**config.mk**
```make
export PLATFORM = sky130hd
export DESIGN_NAME = vga_sprite_engine
export DESIGN_NICKNAME = d
export VERILOG_FILES = /design/src/rtl/vga_pkg.sv /design/src/rtl/vga_timing.sv /design/src/rtl/vga_sprite_engine.sv
export SDC_FILE = /design/constraint.sdc
export NUM_CORES = 2
export LEC_CHECK = 0
export CORE_ASPECT_RATIO = 0.5
export CORE_MARGIN = 2
export CORE_UTILIZATION = 55
export CTS_BUF_LIST = sky130_fd_sc_hd__clkbuf_8
export CTS_CLUSTER_DIAMETER = 100
export DETAILED_ROUTE_END_ITERATION = 12
export GPL_TIMING_DRIVEN = 0
export PLACE_DENSITY_LB_ADDON = 0.08
export SLEW_MARGIN = 20
export SYNTH_ARGS = -nofsm -noshare
export SYNTH_HDL_FRONTEND = slang
export SYNTH_SLANG_ARGS = --single-unit
```
**constraint.sdc**
```tcl
create_clock -name clk -period 9.44 [get_ports clk]
set_input_delay 1.416 -clock clk [delete_from_list [all_inputs] [get_ports clk]]
set_output_delay 1.416 -clock clk [all_outputs]
set_load 0.01 [all_outputs]
```
**src/rtl/vga_pkg.sv**
```systemverilog
// Shared constants and colour helpers for the VGA sprite engine.
// Default timing is 640x480 at 60 Hz from a 100 MHz clock.
package vga_pkg;

    localparam int   COORD_W          = 10;

    localparam int   DEF_CLK_DIV      = 4;
    localparam int   DEF_H_ACTIVE     = 640;
    localparam int   DEF_H_FP         = 16;
    localparam int   DEF_H_SYNC       = 96;
    localparam int   DEF_H_BP         = 48;
    localparam int   DEF_V_ACTIVE     = 480;
    localparam int   DEF_V_FP         = 10;
    localparam int   DEF_V_SYNC       = 2;
    localparam int   DEF_V_BP         = 29;
    localparam int   DEF_NUM_SPRITES  = 3;
    localparam int   DEF_RADIUS       = 15;
    localparam logic DEF_SYNC_POL     = 1'b0;

    localparam int   RGB_R_LSB        = 0;
    localparam int   RGB_R_W          = 3;
    localparam int   RGB_G_LSB        = 3;
    localparam int   RGB_G_W          = 3;
    localparam int   RGB_B_LSB        = 6;
    localparam int   RGB_B_W          = 2;

    typedef struct packed {
        logic [RGB_B_W-1:0] b;
        logic [RGB_G_W-1:0] g;
        logic [RGB_R_W-1:0] r;
    } rgb332_t;

    function automatic rgb332_t rgb_unpack(input logic [7:0] v);
        rgb332_t c;
        c.r = v[RGB_R_LSB +: RGB_R_W];
        c.g = v[RGB_G_LSB +: RGB_G_W];
        c.b = v[RGB_B_LSB +: RGB_B_W];
        return c;
    endfunction

endpackage

```
**src/rtl/vga_timing.sv**
```systemverilog
// Pixel-enable divider, raster counters, raw sync and active flags.
// Active area comes first, so counter values are active coordinates.
module vga_timing
    import vga_pkg::*;
#(
    parameter int   CLK_DIV  = DEF_CLK_DIV,
    parameter int   H_ACTIVE = DEF_H_ACTIVE,
    parameter int   H_FP     = DEF_H_FP,
    parameter int   H_SYNC   = DEF_H_SYNC,
    parameter int   H_BP     = DEF_H_BP,
    parameter int   V_ACTIVE = DEF_V_ACTIVE,
    parameter int   V_FP     = DEF_V_FP,
    parameter int   V_SYNC   = DEF_V_SYNC,
    parameter int   V_BP     = DEF_V_BP,
    parameter logic SYNC_POL = DEF_SYNC_POL
) (
    input  logic               i_clk,
    input  logic               i_rst_n,
    output logic               o_pix_en,
    output logic [COORD_W-1:0] o_hc,
    output logic [COORD_W-1:0] o_vc,
    output logic               o_hsync,
    output logic               o_vsync,
    output logic               o_active,
    output logic               o_frame_start
);

    localparam int HT    = H_ACTIVE + H_FP + H_SYNC + H_BP;
    localparam int VT    = V_ACTIVE + V_FP + V_SYNC + V_BP;
    localparam int DIV_W = $clog2(CLK_DIV);

    localparam logic [DIV_W-1:0]   DIV_LAST = DIV_W'(CLK_DIV - 1);
    localparam logic [COORD_W-1:0] HC_LAST  = COORD_W'(HT - 1);
    localparam logic [COORD_W-1:0] VC_LAST  = COORD_W'(VT - 1);
    localparam logic [COORD_W-1:0] HA       = COORD_W'(H_ACTIVE);
    localparam logic [COORD_W-1:0] VA       = COORD_W'(V_ACTIVE);
    localparam logic [COORD_W-1:0] HS_BEG   = COORD_W'(H_ACTIVE + H_FP);
    localparam logic [COORD_W-1:0] HS_END   = COORD_W'(H_ACTIVE + H_FP + H_SYNC);
    localparam logic [COORD_W-1:0] VS_BEG   = COORD_W'(V_ACTIVE + V_FP);
    localparam logic [COORD_W-1:0] VS_END   = COORD_W'(V_ACTIVE + V_FP + V_SYNC);

    logic [DIV_W-1:0]   r_div;
    logic [COORD_W-1:0] r_hc;
    logic [COORD_W-1:0] r_vc;
    logic               w_pix_en;

    assign w_pix_en = (r_div == DIV_LAST);

    // Free-running clock divider producing one pix_en per CLK_DIV clocks
    always_ff @(posedge i_clk or negedge i_rst_n) begin
        if (!i_rst_n) begin
            r_div <= '0;
        end else if (w_pix_en) begin
            r_div <= '0;
        end else begin
            r_div <= r_div + 1'b1;
        end
    end

    // Horizontal and vertical raster counters, advanced on pix_en
    always_ff @(posedge i_clk or negedge i_rst_n) begin
        if (!i_rst_n) begin
            r_hc <= '0;
            r_vc <= '0;
        end else if (w_pix_en) begin
            if (r_hc == HC_LAST) begin
                r_hc <= '0;
                r_vc <= (r_vc == VC_LAST) ? '0 : r_vc + 1'b1;
            end else begin
                r_hc <= r_hc + 1'b1;
            end
        end
    end

    assign o_pix_en      = w_pix_en;
    assign o_hc          = r_hc;
    assign o_vc          = r_vc;
    assign o_active      = (r_hc < HA) && (r_vc < VA);
    assign o_hsync       = (r_hc >= HS_BEG && r_hc < HS_END) ? SYNC_POL : ~SYNC_POL;
    assign o_vsync       = (r_vc >= VS_BEG && r_vc < VS_END) ? SYNC_POL : ~SYNC_POL;
    assign o_frame_start = w_pix_en && (r_hc == '0) && (r_vc == VA);

endmodule

```
**src/rtl/vga_sprite_engine.sv**
```systemverilog
// Circle sprite renderer over VGA timing with per-frame collision flags.
// Sprite state is latched at the start of vblank so frames never tear.
module vga_sprite_engine
    import vga_pkg::*;
#(
    parameter int   CLK_DIV     = DEF_CLK_DIV,
    parameter int   H_ACTIVE    = DEF_H_ACTIVE,
    parameter int   H_FP        = DEF_H_FP,
    parameter int   H_SYNC      = DEF_H_SYNC,
    parameter int   H_BP        = DEF_H_BP,
    parameter int   V_ACTIVE    = DEF_V_ACTIVE,
    parameter int   V_FP        = DEF_V_FP,
    parameter int   V_SYNC      = DEF_V_SYNC,
    parameter int   V_BP        = DEF_V_BP,
    parameter int   NUM_SPRITES = DEF_NUM_SPRITES,
    parameter int   RADIUS      = DEF_RADIUS,
    parameter logic SYNC_POL    = DEF_SYNC_POL
) (
    input  logic                           clk,
    input  logic                           clr,
    input  logic [COORD_W*NUM_SPRITES-1:0] sprite_x,
    input  logic [COORD_W*NUM_SPRITES-1:0] sprite_y,
    input  logic [8*NUM_SPRITES-1:0]       sprite_rgb,
    input  logic [NUM_SPRITES-1:0]         sprite_en,
    input  logic [7:0]                     bg_rgb,
    output logic                           hsync,
    output logic                           vsync,
    output logic [2:0]                     red,
    output logic [2:0]                     green,
    output logic [1:0]                     blue,
    output logic                           de,
    output logic                           frame_start,
    output logic [NUM_SPRITES-1:0]         collide
);

    localparam int SQ_W = 2 * COORD_W + 1;
    localparam logic [SQ_W-1:0] R2 = SQ_W'(RADIUS * RADIUS);

    logic               w_pix_en;
    logic [COORD_W-1:0] w_hc;
    logic [COORD_W-1:0] w_vc;
    logic               w_hs_raw;
    logic               w_vs_raw;
    logic               w_act_raw;
    logic               w_frame_start;

    vga_timing #(
        .CLK_DIV  (CLK_DIV),
        .H_ACTIVE (H_ACTIVE),
        .H_FP     (H_FP),
        .H_SYNC   (H_SYNC),
        .H_BP     (H_BP),
        .V_ACTIVE (V_ACTIVE),
        .V_FP     (V_FP),
        .V_SYNC   (V_SYNC),
        .V_BP     (V_BP),
        .SYNC_POL (SYNC_POL)
    ) u_timing (
        .i_clk         (clk),
        .i_rst_n       (clr),
        .o_pix_en      (w_pix_en),
        .o_hc          (w_hc),
        .o_vc          (w_vc),
        .o_hsync       (w_hs_raw),
        .o_vsync       (w_vs_raw),
        .o_active      (w_act_raw),
        .o_frame_start (w_frame_start)
    );

    assign frame_start = w_frame_start;

    logic [COORD_W-1:0]     r_sx  [NUM_SPRITES];
    logic [COORD_W-1:0]     r_sy  [NUM_SPRITES];
    logic [7:0]             r_rgb [NUM_SPRITES];
    logic [NUM_SPRITES-1:0] r_en;

    // Shadow copy of sprite inputs, taken once per frame at vblank start
    always_ff @(posedge clk or negedge clr) begin
        if (!clr) begin
            for (int i = 0; i < NUM_SPRITES; i++) begin
                r_sx[i]  <= '0;
                r_sy[i]  <= '0;
                r_rgb[i] <= '0;
            end
            r_en <= '0;
        end else if (w_frame_start) begin
            for (int i = 0; i < NUM_SPRITES; i++) begin
                r_sx[i]  <= sprite_x[COORD_W*i +: COORD_W];
                r_sy[i]  <= sprite_y[COORD_W*i +: COORD_W];
                r_rgb[i] <= sprite_rgb[8*i +: 8];
            end
            r_en <= sprite_en;
        end
    end

    logic [NUM_SPRITES-1:0] w_hit;

    for (genvar g = 0; g < NUM_SPRITES; g++) begin : g_spr
        logic signed [COORD_W:0] w_ddx;
        logic signed [COORD_W:0] w_ddy;
        logic [COORD_W:0]        r_dx;
        logic [COORD_W:0]        r_dy;
        logic [SQ_W-1:0]         w_sq;

        assign w_ddx = $signed({1'b0, w_hc}) - $signed({1'b0, r_sx[g]});
        assign w_ddy = $signed({1'b0, w_vc}) - $signed({1'b0, r_sy[g]});

        // Stage 1: absolute distance from the sprite centre, no wrap
        always_ff @(posedge clk or negedge clr) begin
            if (!clr) begin
                r_dx <= '0;
                r_dy <= '0;
            end else if (w_pix_en) begin
                r_dx <= w_ddx[COORD_W] ? $unsigned(-w_ddx) : $unsigned(w_ddx);
                r_dy <= w_ddy[COORD_W] ? $unsigned(-w_ddy) : $unsigned(w_ddy);
            end
        end

        assign w_sq = {{COORD_W{1'b0}}, r_dx} * {{COORD_W{1'b0}}, r_dx}
                    + {{COORD_W{1'b0}}, r_dy} * {{COORD_W{1'b0}}, r_dy};
        assign w_hit[g] = r_en[g] && (w_sq < R2);
    end

    logic       r_hs1;
    logic       r_vs1;
    logic       r_act1;
    logic [7:0] w_col;
    rgb332_t    w_px;
    logic       w_multi;

    // Stage 1 delay of sync and active alongside the distance registers
    always_ff @(posedge clk or negedge clr) begin
        if (!clr) begin
            r_hs1  <= ~SYNC_POL;
            r_vs1  <= ~SYNC_POL;
            r_act1 <= 1'b0;
        end else if (w_pix_en) begin
            r_hs1  <= w_hs_raw;
            r_vs1  <= w_vs_raw;
            r_act1 <= w_act_raw;
        end
    end

    // Lowest-index hit sprite wins, background otherwise
    always_comb begin
        w_col = bg_rgb;
        for (int i = NUM_SPRITES - 1; i >= 0; i--) begin
            if (w_hit[i]) begin
                w_col = r_rgb[i];
            end
        end
    end

    assign w_px    = rgb_unpack(w_col);
    assign w_multi = (w_hit & (w_hit - NUM_SPRITES'(1))) != '0;

    // Stage 2: registered pixel colour, blanking and delayed syncs
    always_ff @(posedge clk or negedge clr) begin
        if (!clr) begin
            hsync <= ~SYNC_POL;
            vsync <= ~SYNC_POL;
            de    <= 1'b0;
            red   <= '0;
            green <= '0;
            blue  <= '0;
        end else if (w_pix_en) begin
            hsync <= r_hs1;
            vsync <= r_vs1;
            de    <= r_act1;
            red   <= r_act1 ? w_px.r : '0;
            green <= r_act1 ? w_px.g : '0;
            blue  <= r_act1 ? w_px.b : '0;
        end
    end

    logic [NUM_SPRITES-1:0] r_acc;

    // Overlaps on visible pixels accumulate; published at vblank start
    always_ff @(posedge clk or negedge clr) begin
        if (!clr) begin
            r_acc   <= '0;
            collide <= '0;
        end else if (w_frame_start) begin
            collide <= r_acc;
            r_acc   <= '0;
        end else if (w_pix_en && r_act1 && w_multi) begin
            r_acc <= r_acc | w_hit;
        end
    end

endmodule

```
# == After elaboration in Yosys (flattened, before gate mapping) ==
# Cells that the tools add are included.
# totals
out_inout_bits,15
wordCells,103
in_bits,97
reg_bits,195
# op_classes
muxes,19
n_bitwise,2
multipliers,6
eq_ne,4
n_lt_le_gt_ge,9
n_reduce_logical,14
n_addsub,19
# op_table
op,count
$mul A11 B11 Y21,6
$mux W11,6
$neg A11 Y11,6
$sub A10 B10 Y11,6
$add A21 B21 Y21,3
$lt A21 B8 Y1 const B,3
$mux W8,3
$add A10 B1 Y10 const B,2
$eq A10 B10 Y1 const B,2
$lt A10 B10 Y1 const B,2
$lt A10 B9 Y1 const B,2
$mux W10,2
$mux W3,4
$eq A10 B9 Y1 const B,1
$ge A10 B10 Y1 const B,1
$ge A10 B9 Y1 const B,1
$logic_and A1 B1 Y1,10
$logic_not A10 Y1,1
$mux W2,2
$and A3 B3 Y3,1
$or A3 B3 Y3,1
$reduce_bool A3 Y1,1
$sub A3 B1 Y3 const B,1
$add A2 B1 Y2 const B,1
other kinds (4),5

# == Depth between registers and ports, before layout ==
# logic_depth
word_depth,10
mapped_depth,27
depth_no_buf,25

# == Hierarchy ==
# Synthesis repeated with hierarchy kept, for this count alone.
# hier_totals
hier_cells,3541
hier_area_um2,32055.7
# modules_own_cells
mod,area_each_um2,instances,seq_area_each_um2,cells_per_inst
vga_sprite_engine,30849.6,1,4334.2,3419
vga_timing,1206.2,1,550.5,122

# == Least setup slack after synthesis ==
# No wires, ideal clock.
# synth_path
path_kind,register to register
startpoint,register g_spr[2].r_dx[7]
endpoint,register blue[0]
t_arrival_ps,7011
path_slack_ps,2295
required_time_ps,9306
stages_incl_launch_ff,26
n_path_buf,2
period_less_slack_ps,7145
setup_time_ps,134
path_cell_list,dfrtp_1 clkbuf_1 nand2_1 fa_1 inv_1 fa_1 inv_1 fa_1 inv_1 fa_1 fa_1 fa_1 inv_1 fa_1 inv_1 ha_1 buf_6 nand3_1 nor2_1 a2111oi_1 a211oi_1 or4_1 a32oi_2 nand4_2 mux2i_1 o221ai_2
# synth_between
elab_chain_len,8
# synth_lines
element,line_no,rtl
"start, declared",vga_sprite_engine.sv:101,logic [COORD_W:0] r_dx;
"start signal, assigned",vga_sprite_engine.sv:114,r_dx <= w_ddx[COORD_W] ? $unsigned(-w_ddx) : $unsigned(w_ddx);
$mul A11 B11 Y21,vga_sprite_engine.sv:119,"assign w_sq = {{COORD_W{1'b0}}, r_dx} * {{COORD_W{1'b0}}, r_dx}"
$add A21 B21 Y21,vga_sprite_engine.sv:120,"+ {{COORD_W{1'b0}}, r_dy} * {{COORD_W{1'b0}}, r_dy};"
$lt A21 B8 Y1,vga_sprite_engine.sv:121,assign w_hit[g] = r_en[g] && (w_sq < R2);
$logic_and A1 B1 Y1,vga_sprite_engine.sv:121,
$mux W8 (3 in series),vga_sprite_engine.sv:148,if (w_hit[i]) begin
$mux W2,vga_sprite_engine.sv:172,blue <= r_act1 ? w_px.b : '0;
"end signal, assigned",vga_sprite_engine.sv:172,
"end, declared",vga_sprite_engine.sv:30,"output logic [1:0] blue,"
# No other way between the ends.
# A chain may end at the register's enable or synchronous reset.

# == Worst setup path in the final report ==
# layout_path
startpoint,register g_spr[2].r_dy[4]
endpoint,register blue[1]
# layout_between
elab_chain_len,8
# layout_lines
element,line_no,rtl
"start, declared",vga_sprite_engine.sv:102,logic [COORD_W:0] r_dy;
"start signal, assigned",vga_sprite_engine.sv:115,r_dy <= w_ddy[COORD_W] ? $unsigned(-w_ddy) : $unsigned(w_ddy);
$mul A11 B11 Y21,vga_sprite_engine.sv:120,
$add A21 B21 Y21,vga_sprite_engine.sv:120,
$lt A21 B8 Y1,vga_sprite_engine.sv:121,
$logic_and A1 B1 Y1,vga_sprite_engine.sv:121,
$mux W8 (3 in series),vga_sprite_engine.sv:148,
$mux W2,vga_sprite_engine.sv:172,
# No other way between the ends.

==> reports/qor.txt <==
DR top layer: met4
initial DRC count: 1249
gpl congestion: 0.901
met3 wire length: 3.32 mm
Fin Hold WS: 0.437 ns
buffers added on ports: 111
Die Y: 175 microns
Worst Setup EP: blue[1]
outcome: complete, no violations
FMAX: 0.118 GHz
Routed WL: 74.8 mm
worst setup path start: g_spr[2].r_dy[4]
Crit. End Element: register
cells after synthesis: 3513
RSZ-0062 raised after global routing: no
cell area after synthesis: 32100 sq um
commonest non-fill, non-tap cell in the layout: inv_1
CTS tree: yes
Resized Gates After CTS: 0
Yosys reg bits: 195
Synth Net Count: 4448
R2R Path Start: g_spr[2].r_dy[4]
wire per inst: 16.9 microns
Top FF cell, synth: dfrtp_1
setup TNS: 0 ns
EDFF count, synth: 0
P&R area growth vs syn: 7.95%
Finished Layout Cells: 4430
max_slew headroom: 37.7%
Slew Viols, Final: 0
setup bufs post-CTS: 0
Avg Vias per Cell: 5.32
Reg2Reg Setup Slack: 0.99 ns
Root Buffer: clkbuf_8
endpoints failing setup: 0
Met2 Wirelength: 36.5 mm
deepest clock path buffer count: 2
antenna-violating nets left: 0
GRT overflow: 0
critical path data arrival time: 8.81 ns
Max Cap Viol: 0
Min Clock Period, post-route: 8.45 ns
Power Total: 1.48 mW
Worst Tran Pin Value: 0.935 ns
Final Hold Fails: 0
most frequent cells in the layout: inv_1, fa_1, ha_1, nand2_1, dfrtp_1
Pwr per Cell Area: 42.9 nW/um^2
VDD IR-drop max: 0.0848 mV
TritonRoute pass-1 iters: 5
R2R depth: 24
layout cell share with drive strength beyond 1: 4.51%
global-route usage over all layers: 26.2%
Final Skew: 0.0249 ns
vias in the first global route: 24500
hold buffers post-CTS: 0
class of the worst hold path: reg2reg
final core utilization: 60.2%
largest net degree at the start of global routing: 93
Core Region: 57500 sq um
Die X: 345 microns
final net count: 4580
Detailed Place HPWL: 64.2 mm
drt drc: 0
critical path class: reg2reg
htree depth: 4
CTS Buf Count: 17
Top Ports: 112
worst r2r dst: blue[1]
number of synthesis warnings: 0
worst skew pair latency: 0.50 ns
Metal-1 WL: 33.7 mm
syn_area_per_cell: 9.13 sq um
# placed instances: 4394
global-route wire length before repair: 126 mm
Final Cycle Share: 89.5%
FILL cells: 5160
Critical Path Fanout Max: 10
total clock sinks: 195
post-synthesis sequential area ratio: 15.2%
Leak Pwr: 17.8 nW
total number of vias: 23600
initial antenna violation count: 4
Hold Crit Depth: 1
Site Rows: 62
die area: 60400 sq um
crit start category: register
CP required: 9.81 ns
ys async rst share: 100%
Clock Pin Slew Worst Setup and Hold Paths: 0.13 ns
Synth cell types: 99
Initial Util: 55.8%
## critical path, stage by stage, from the launching register on
cell and delay [ns]:
dfrtp_1 0.35, clkbuf_1 0.47, inv_1 0.26, nor2_1 0.26, inv_1 0.09, fa_1 0.54
fa_1 0.45, fa_1 0.55, inv_1 0.06, fa_1 0.50, fa_1 0.53, fa_1 0.57
inv_1 0.07, fa_1 0.53, inv_1 0.04, ha_1 0.24, a21oi_1 0.17, nor2_1 0.06
a2111oi_1 0.49, a211oi_1 0.21, or4_1 0.56, a32oi_2 0.26, nand4_2 0.47, mux2i_1 0.41
o221ai_2 0.12
## worst min-delay path by stage
stage / from / endpoint / slack [ns]
after floorplan: u_timing.r_div[0] / u_timing.r_div[0] / 0.40
after global placement: u_timing.r_div[0] / u_timing.r_div[0] / 0.42
after global routing: u_timing.r_div[0] / u_timing.r_div[0] / 0.44
after CTS: u_timing.r_div[0] / u_timing.r_div[0] / 0.44
after detailed placement: u_timing.r_div[0] / u_timing.r_div[0] / 0.42
final: u_timing.r_div[0] / u_timing.r_div[0] / 0.44
## synth_stat cells, types with 10 or more instances
library cell | number | area share (%)
mux2i_1 | 14 | 0.44
a211oi_1 | 17 | 0.40
nand2_1 | 300 | 3.5
a21oi_1 | 116 | 1.8
nor2b_1 | 42 | 0.82
a2111oi_0 | 14 | 0.38
a31oi_1 | 20 | 0.39
nand2b_1 | 21 | 0.41
and2_1 | 162 | 3.2
clkbuf_1 | 100 | 1.2
nor2_1 | 170 | 2.0
nand3_1 | 28 | 0.44
a22oi_1 | 10 | 0.23
inv_1 | 828 | 9.7
fa_1 | 491 | 31
a21o_1 | 25 | 0.59
xnor2_1 | 86 | 2.3
or3_1 | 44 | 0.86
nand4_1 | 10 | 0.20
mux2_2 | 41 | 1.4
dfrtp_1 | 191 | 15
o21a_1 | 15 | 0.35
xor2_1 | 40 | 1.1
nor3b_1 | 11 | 0.26
nor3_1 | 19 | 0.30
ha_1 | 347 | 14
o21ai_0 | 133 | 2.1
## power breakdown
part / internal, mW / switching [mW] / total (mW)
logic: 0.0431 / 0.0286 / 0.0717
clock network: 0.209 / 0.366 / 0.575
registers: 0.837 / 0.00102 / 0.838
## state kept, by name, indices dropped and copies added (netlist names)
signal / flops
r_vs1: 1
g_spr.r_dy: 33
r_act1: 1
r_hs1: 1
r_rgb: 24
r_acc: 3
u_timing.o_vc: 10
r_sx: 30
r_en: 3
red: 3
g_spr.r_dx: 33
hsync: 1
blue: 2
vsync: 1
de: 1
collide: 3
r_sy: 30
green: 3
u_timing.o_hc: 10
u_timing.r_div: 2
## through the flow
step	area, sq um	worst slack [ns]
2_1_floorplan	32100	2.29
3_3_place_gp	34100	-1.52
3_5_place_dp	34200	1.06
4_1_cts	34600	1.01
5_1_grt	34600	0.605
6_report	34600	0.994
## kinds of logic after synthesis
logic type | Yosys count | share of synthesized area [%]
multiplexers | 56 | 1.92
AO/OA/AOI/OAI | 473 | 9.75
XOR/XNOR | 131 | 3.75
flip-flops | 195 | 15.2
adder cells (fa/ha/maj) | 838 | 44.2
buffers and inverters | 946 | 11.4
AND/OR/NAND/NOR | 874 | 13.8
## routing by layer
| metal | up-vias | global-route usage [%] |
|---|---|---|
| met4 | 0 | 5.90 |
| met5 | - | 0 |
| li1 | 11300 | - |
| met2 | 444 | 44.5 |
| met3 | 72 | 2.70 |
| met1 | 11800 | 36.5 |
## layout make-up
| cell class | instances | area [sq um] | area share [%] |
|---|---|---|---|
| buffer | 118 | 543 | 1.57 |
| inverter | 828 | 3110 | 8.98 |
| sequential | 195 | 4880 | 14.1 |
| clock inverter | 14 | 158 | 0.455 |
| timing repair buffer | 113 | 1170 | 3.38 |
| tap | 768 | 961 | 2.78 |
| antenna | 4 | 10.0 | 0.0289 |
| clock buffer | 18 | 248 | 0.716 |
| multi-input combinational | 2372 | 23500 | 68.0 |
(Power assumes the default switching activity.)
